--- config.mk ---
export PLATFORM = sky130hd
export DESIGN_NAME = additive_bin_scheduler_flat
export DESIGN_NICKNAME = d
export VERILOG_FILES = /design/src/rtl/additive_bin_scheduler_if.sv /design/src/rtl/additive_bin_scheduler.sv /design/src/flat_wrapper.sv
export SDC_FILE = /design/constraint.sdc
export NUM_CORES = 1
export LEC_CHECK = 0
export CORE_MARGIN = 2
export CORE_UTILIZATION = 56
export CTS_CLUSTER_DIAMETER = 40
export DETAILED_ROUTE_END_ITERATION = 10
export PLACE_DENSITY_LB_ADDON = 0.25
export SYNTH_ARGS = -nofsm -noshare
export SYNTH_HDL_FRONTEND = slang
export SYNTH_SLANG_ARGS = --single-unit
--- constraint.sdc ---
create_clock -name clk -period 5.28 [get_ports clk]
set_input_delay 0.528 -clock clk [delete_from_list [all_inputs] [get_ports clk]]
set_output_delay 0.528 -clock clk [all_outputs]
set_load 0.03 [all_outputs]
--- src/rtl/additive_bin_scheduler_if.sv ---
// Sample-request, configuration and ROM-lookup signals of the additive bin scheduler.
// The design side uses the slave modport; the driving side (ROM, LRCK logic, config) uses master.
interface additive_bin_scheduler_if #(
    parameter int PHASE_W = 16
);
    logic               sample_req;
    logic               cfg_we;
    logic [3:0]         cfg_bin;
    logic [PHASE_W-1:0] cfg_inc;
    logic [7:0]         cfg_gain;
    logic [7:0]         lut_addr;
    logic [15:0]        lut_data;
    logic [15:0]        sample_out;
    logic               sample_valid;
    logic               busy;
    logic               overrun;

    modport master (
        output sample_req, cfg_we, cfg_bin, cfg_inc, cfg_gain, lut_data,
        input  lut_addr, sample_out, sample_valid, busy, overrun
    );

    modport slave (
        input  sample_req, cfg_we, cfg_bin, cfg_inc, cfg_gain, lut_data,
        output lut_addr, sample_out, sample_valid, busy, overrun
    );
endinterface

--- src/rtl/additive_bin_scheduler.sv ---
// Shares one combinational 256x16 sine ROM across NUM_BINS oscillators, one lookup per bin
// per sample request, and emits the gain-weighted sum as a 16-bit unsigned sample.
module additive_bin_scheduler #(
    parameter int NUM_BINS = 4,
    parameter int PHASE_W  = 16
) (
    input  logic                  clk,
    input  logic                  rst_n,
    additive_bin_scheduler_if.slave bus
);
    localparam int BIN_W = $clog2(NUM_BINS);
    localparam int ACC_W = 24 + BIN_W;
    localparam logic [4:0]       BIN_LIMIT = 5'(NUM_BINS);
    localparam logic [BIN_W-1:0] LAST_BIN  = BIN_W'(NUM_BINS - 1);

    typedef enum logic [1:0] {
        IDLE,
        ADDR,
        READ,
        DONE
    } state_t;

    state_t             state;
    state_t             state_next;
    logic [BIN_W-1:0]   bin_idx;
    logic [ACC_W-1:0]   acc;
    logic [PHASE_W-1:0] phase [NUM_BINS];
    logic [PHASE_W-1:0] inc   [NUM_BINS];
    logic [7:0]         gain  [NUM_BINS];
    logic               cfg_hit;
    logic [BIN_W-1:0]   cfg_idx;
    logic [23:0]        product;
    logic [7:0]         lut_addr;
    logic [15:0]        sample_out;
    logic               sample_valid;
    logic               overrun;

    assign cfg_hit = bus.cfg_we && ({1'b0, bus.cfg_bin} < BIN_LIMIT);
    assign cfg_idx = bus.cfg_bin[BIN_W-1:0];
    assign product = {8'd0, bus.lut_data} * {16'd0, gain[bin_idx]};

    assign bus.lut_addr     = lut_addr;
    assign bus.sample_out   = sample_out;
    assign bus.sample_valid = sample_valid;
    assign bus.busy         = (state != IDLE);
    assign bus.overrun      = overrun;

    always_ff @(posedge clk or negedge rst_n) begin
        if (!rst_n) begin
            state <= IDLE;
        end else begin
            state <= state_next;
        end
    end

    always_comb begin
        state_next = state;
        case (state)
            IDLE:    if (bus.sample_req) state_next = ADDR;
            ADDR:    state_next = READ;
            READ:    state_next = (bin_idx == LAST_BIN) ? DONE : ADDR;
            DONE:    state_next = IDLE;
            default: state_next = IDLE;
        endcase
    end

    // Config writes land in any state; a READ on the same edge still sees the old values.
    always_ff @(posedge clk or negedge rst_n) begin
        if (!rst_n) begin
            for (int k = 0; k < NUM_BINS; k++) begin
                inc[k]  <= '0;
                gain[k] <= '0;
            end
        end else if (cfg_hit) begin
            inc[cfg_idx]  <= bus.cfg_inc;
            gain[cfg_idx] <= bus.cfg_gain;
        end
    end

    // A bin's phase advances only after its lookup, so the first lookup uses phase 0.
    always_ff @(posedge clk or negedge rst_n) begin
        if (!rst_n) begin
            for (int k = 0; k < NUM_BINS; k++) begin
                phase[k] <= '0;
            end
        end else if (state == READ) begin
            phase[bin_idx] <= phase[bin_idx] + inc[bin_idx];
        end
    end

    always_ff @(posedge clk or negedge rst_n) begin
        if (!rst_n) begin
            bin_idx      <= '0;
            acc          <= '0;
            lut_addr     <= '0;
            sample_out   <= '0;
            sample_valid <= 1'b0;
        end else begin
            sample_valid <= 1'b0;
            case (state)
                IDLE: begin
                    if (bus.sample_req) begin
                        acc     <= '0;
                        bin_idx <= '0;
                    end
                end
                ADDR: begin
                    lut_addr <= phase[bin_idx][PHASE_W-1 -: 8];
                end
                READ: begin
                    acc <= acc + {{BIN_W{1'b0}}, product};
                    if (bin_idx != LAST_BIN) begin
                        bin_idx <= bin_idx + BIN_W'(1);
                    end
                end
                DONE: begin
                    sample_out   <= acc[ACC_W-1 -: 16];
                    sample_valid <= 1'b1;
                end
                default: begin
                end
            endcase
        end
    end

    // Requests while a sequence runs are dropped, and that is remembered until reset.
    always_ff @(posedge clk or negedge rst_n) begin
        if (!rst_n) begin
            overrun <= 1'b0;
        end else if (bus.sample_req && (state != IDLE)) begin
            overrun <= 1'b1;
        end
    end
endmodule

--- src/flat_wrapper.sv ---
// flat-port wrapper written by rule: the top's interface ports become plain ports
module additive_bin_scheduler_flat 
#(
    parameter int NUM_BINS = 4,
    parameter int PHASE_W  = 16
)
  (clk, rst_n, bus_sample_req, bus_cfg_we, bus_cfg_bin, bus_cfg_inc, bus_cfg_gain, bus_lut_data, bus_lut_addr, bus_sample_out, bus_sample_valid, bus_busy, bus_overrun);
  additive_bin_scheduler_if #(.PHASE_W(PHASE_W)) bus_i ();
  input  logic clk;
  input  logic rst_n;
  input wire logic [$bits(bus_i.sample_req)-1:0] bus_sample_req;
  input wire logic [$bits(bus_i.cfg_we)-1:0] bus_cfg_we;
  input wire logic [$bits(bus_i.cfg_bin)-1:0] bus_cfg_bin;
  input wire logic [$bits(bus_i.cfg_inc)-1:0] bus_cfg_inc;
  input wire logic [$bits(bus_i.cfg_gain)-1:0] bus_cfg_gain;
  input wire logic [$bits(bus_i.lut_data)-1:0] bus_lut_data;
  output wire logic [$bits(bus_i.lut_addr)-1:0] bus_lut_addr;
  output wire logic [$bits(bus_i.sample_out)-1:0] bus_sample_out;
  output wire logic [$bits(bus_i.sample_valid)-1:0] bus_sample_valid;
  output wire logic [$bits(bus_i.busy)-1:0] bus_busy;
  output wire logic [$bits(bus_i.overrun)-1:0] bus_overrun;
  assign bus_i.sample_req = bus_sample_req;
  assign bus_i.cfg_we = bus_cfg_we;
  assign bus_i.cfg_bin = bus_cfg_bin;
  assign bus_i.cfg_inc = bus_cfg_inc;
  assign bus_i.cfg_gain = bus_cfg_gain;
  assign bus_i.lut_data = bus_lut_data;
  assign bus_lut_addr = bus_i.lut_addr;
  assign bus_sample_out = bus_i.sample_out;
  assign bus_sample_valid = bus_i.sample_valid;
  assign bus_busy = bus_i.busy;
  assign bus_overrun = bus_i.overrun;
  additive_bin_scheduler #(.NUM_BINS(NUM_BINS), .PHASE_W(PHASE_W)) u_core (.clk(clk), .rst_n(rst_n), .bus(bus_i));
endmodule
==> impl_metrics.env <==
export IMPL_status="finished, violations left"
export IMPL_violations="setup timing"
export IMPL_grt_use_met2_pct=45.1
export IMPL_h_tree_depth=2
export IMPL_synth_edf_count=0
export IMPL_final_area_sq_um=18300
export IMPL_avgRoutedWirePerCell_um=19.7
export IMPL_yosysWarnings=0
export IMPL_cts_root_buf="clkbuf_16"
export IMPL_busiest_layer="met2"
export IMPL_io_pins=75
export IMPL_die_x_um=166
export IMPL_cp_common_cell="fa_1"
export IMPL_synthArstFlopShare_pct=100
export IMPL_die_area_sq_um=27600
export IMPL_io_buffers=74
export IMPL_area_delta_synth_final_pct=24.7
export IMPL_cts_buffer_depth=3
export IMPL_dp_hpwl_um=24500
export IMPL_hold_path_class="in2async"
export IMPL_syn_area_per_cell_sq_um=10.9
export IMPL_crit_fanout=9
export IMPL_maxSlewViolCount=0
export IMPL_core_area_sq_um=25900
export IMPL_min_period_ns=5.40
export IMPL_critical_path_top_delay_family="adder cells"
export IMPL_vias=10800
export IMPL_yosysUniqueCellTypes=64
export IMPL_holdWs_ns=0.0624
export IMPL_cts_hold_buf=0
export IMPL_nFillCells=1763
export IMPL_first_global_vias=11400
export IMPL_ys_ff_latch=216
export IMPL_place_congestion=0.894
export IMPL_layoutNonFillerInstCount=1872
export IMPL_cts_made_buffers=39
export IMPL_start_util_pct=56.7
export IMPL_syn_cell_area_sq_um=14700
export IMPL_cp_start_kind="flop"
export IMPL_grt_pass1_wl_um=58900
export IMPL_cp_arrival_ns=5.78
export IMPL_path_clk_slew_ns=0.05
export IMPL_fin_worst_skew_ns=0.0240
export IMPL_finalHoldViolations=0
export IMPL_slew_headroom_pct=25.5
export IMPL_synth_nets=1571
export IMPL_die_height_um=166
export IMPL_crit_path_cell_trace="buf_6, mux4_2, buf_6, and2_1, fa_1, fa_1, fa_1, inv_1, fa_1, inv_2, ha_4, a21o_1, a21o_1, a221oi_4, a211oi_2, or3_1, a32o_1"
export IMPL_diodes=0
export IMPL_path_class="reg2reg"
export IMPL_setup_tns_ns=-0.283
export IMPL_maxCapViolCount=0
export IMPL_setup_viol=4
export IMPL_drc=0
export IMPL_setup_ws_ns=-0.119
export IMPL_reg2regPathDepth=17
export IMPL_wl_um=36900
export IMPL_required_ns=5.66
export IMPL_drive_gt1_share_pct=26.4
export IMPL_core_rowCount=59
export IMPL_critPathBufInv=4
export IMPL_dp_cells=1778
export IMPL_ant_nets=0
export IMPL_rsz0062_at_grt="true"
export IMPL_first_pass_iters=5
export IMPL_max_freq_ghz=0.185
export IMPL_track_usage_pct=26.5
export IMPL_placed_area_sq_um=16300
export IMPL_grt_overflow=0
export IMPL_antenna_found_initial=0
export IMPL_grtUsageMet1_pct=35.1
export IMPL_netlist_instances=1349
export IMPL_met3_usage_pct=4.22
export IMPL_tritoncts="done"
export IMPL_final_nets=1729
export IMPL_ys_seq_area_share_pct=36.8
export IMPL_cts_sinks=216
export IMPL_drt_iter0_drc=643
export IMPL_clock_latency_ns=0.52
export IMPL_ys_flop_type="dfrtp_1"
export IMPL_cp_end_kind="flop"
export IMPL_period_share_pct=102
export IMPL_viasPerCell=5.76
export IMPL_cp_depth=17
export IMPL_tightestPinTransition_ns=1.11
export IMPL_cpPeakStageDelay_ns=0.60
export IMPL_grt_max_degree=118
export IMPL_crit_slowest_cell="mux4_2"
## synth_stat cells, drive strengths merged, types with 7 or more instances
| master | instances | area, sq um |
|---|---|---|
| a211oi | 9 | 67.6 |
| a21o | 15 | 113 |
| a21oi | 30 | 154 |
| and2 | 84 | 526 |
| buf | 19 | 101 |
| clkbuf | 37 | 173 |
| dfrtp | 216 | 5410 |
| fa | 107 | 2140 |
| ha | 67 | 838 |
| inv | 175 | 657 |
| mux2 | 116 | 1310 |
| mux4 | 40 | 901 |
| nand2 | 155 | 582 |
| nand3 | 11 | 55.1 |
| nand4 | 7 | 43.8 |
| nor2 | 24 | 90.1 |
| nor3 | 9 | 45.0 |
| o21ai | 107 | 536 |
| o21bai | 8 | 60.1 |
| o22ai | 11 | 68.8 |
| xnor2 | 15 | 131 |
| xor2 | 11 | 96.3 |
## per-layer routing
layer / vias up / part of all wire (%) / routed length (um)
met3: 104 / 5.3 / 1970
met1: 5432 / 41 / 15200
met5: - / 0 / 0
li1: 4888 / - / -
met4: 0 / 3.3 / 1230
met2: 362 / 50 / 18500
## state kept, by name, indices dropped and copies added, names as in the netlist
register                 flops
u_core.gain                 32
u_core.acc                  26
u_core.bus.overrun           1
u_core.bus.sample_valid      1
u_core.bin_idx               2
u_core.bus.sample_out       16
u_core.inc                  64
u_core.bus.lut_addr          8
u_core.state                 2
u_core.phase                64
## worst paths after layout
kind / start / end / slack, ns
worst min-delay path: rst_n / u_core.inc[23]$_DFFE_PN0P_ / 0.06
worst max register to register: u_core.bin_idx[0]$_DFFE_PN0P_ / u_core.acc[20]$_DFFE_PN0P_ / -0.12
worst max-delay path: u_core.bin_idx[0]$_DFFE_PN0P_ / u_core.acc[20]$_DFFE_PN0P_ / -0.12
min in group clk: u_core.bus.overrun$_DFFE_PN0P_ / u_core.bus.overrun$_DFFE_PN0P_ / 0.45
max in group asynchronous: rst_n / u_core.bin_idx[1]$_DFFE_PN0P_ / 3.94
worst min register to register: u_core.bus.overrun$_DFFE_PN0P_ / u_core.bus.overrun$_DFFE_PN0P_ / 0.45
## worst register-to-register path: cells and delay by family, from the launching register on
family,cells,cell delay (ns)
muxes,1,0.61
DFF,1,0.39
adders and majority gates,5,2.24
AOI/OAI and AO/OA,5,1.11
buffers and inverters,4,0.44
and+or+nand+nor,2,0.49
## placed cells by master (no fill, tap or decap), drive strengths merged, types with 24 or more instances in the layout
cell / count
nand2: 155
o21ai: 107
a21oi: 30
inv: 176
ha: 67
clkdlybuf4s50: 73
clkbuf: 49
buf: 95
fa: 107
dfrtp: 216
and2: 84
mux4: 46
mux2: 116
nor2: 24
## cells by family (layout without fill, tap and decap cells)
kind of cell | count (synthesis) | after routing | synth area share [%]
and+or+nand+nor | 328 | 328 | 11.0
adders and majority gates | 174 | 174 | 20.3
muxes | 157 | 163 | 15.1
DFF | 216 | 216 | 36.8
AOI/OAI and AO/OA | 216 | 216 | 8.91
xor gates and xnor gates | 26 | 26 | 1.55
buffers and inverters | 232 | 414 | 6.41
## metrics by stage
step	setup slack [ns]	util, %
2_1_floorplan	0.00307	-
3_3_place_gp	-0.174	62.7
3_5_place_dp	-0.154	62.7
4_1_cts	-0.0906	69.3
5_1_grt	-0.253	70.7
6_report	-0.119	70.7
## repair_timing
action / in CTS / in global routing
buffers inserted: 5 / 12
endpoints found under the setup margin: 12 / 16
pin swaps: 7 / 17
cloned: 2 / 4
resized for setup: 28 / 50
## final cells by class
cell class / instances / area (sq um) / area share, %
multi-input cells: 907 / 8830 / 48.2
flip-flops and latches: 216 / 5410 / 29.5
inverters: 175 / 657 / 3.58
clock inverters: 22 / 415 / 2.27
clock buffers: 49 / 1090 / 5.97
well taps: 335 / 419 / 2.29
repair buffers: 168 / 1500 / 8.20
Power is left out: the tool's default activity adds up to more than one toggle a clock period on the data nets, which glitch-free logic cannot reach.
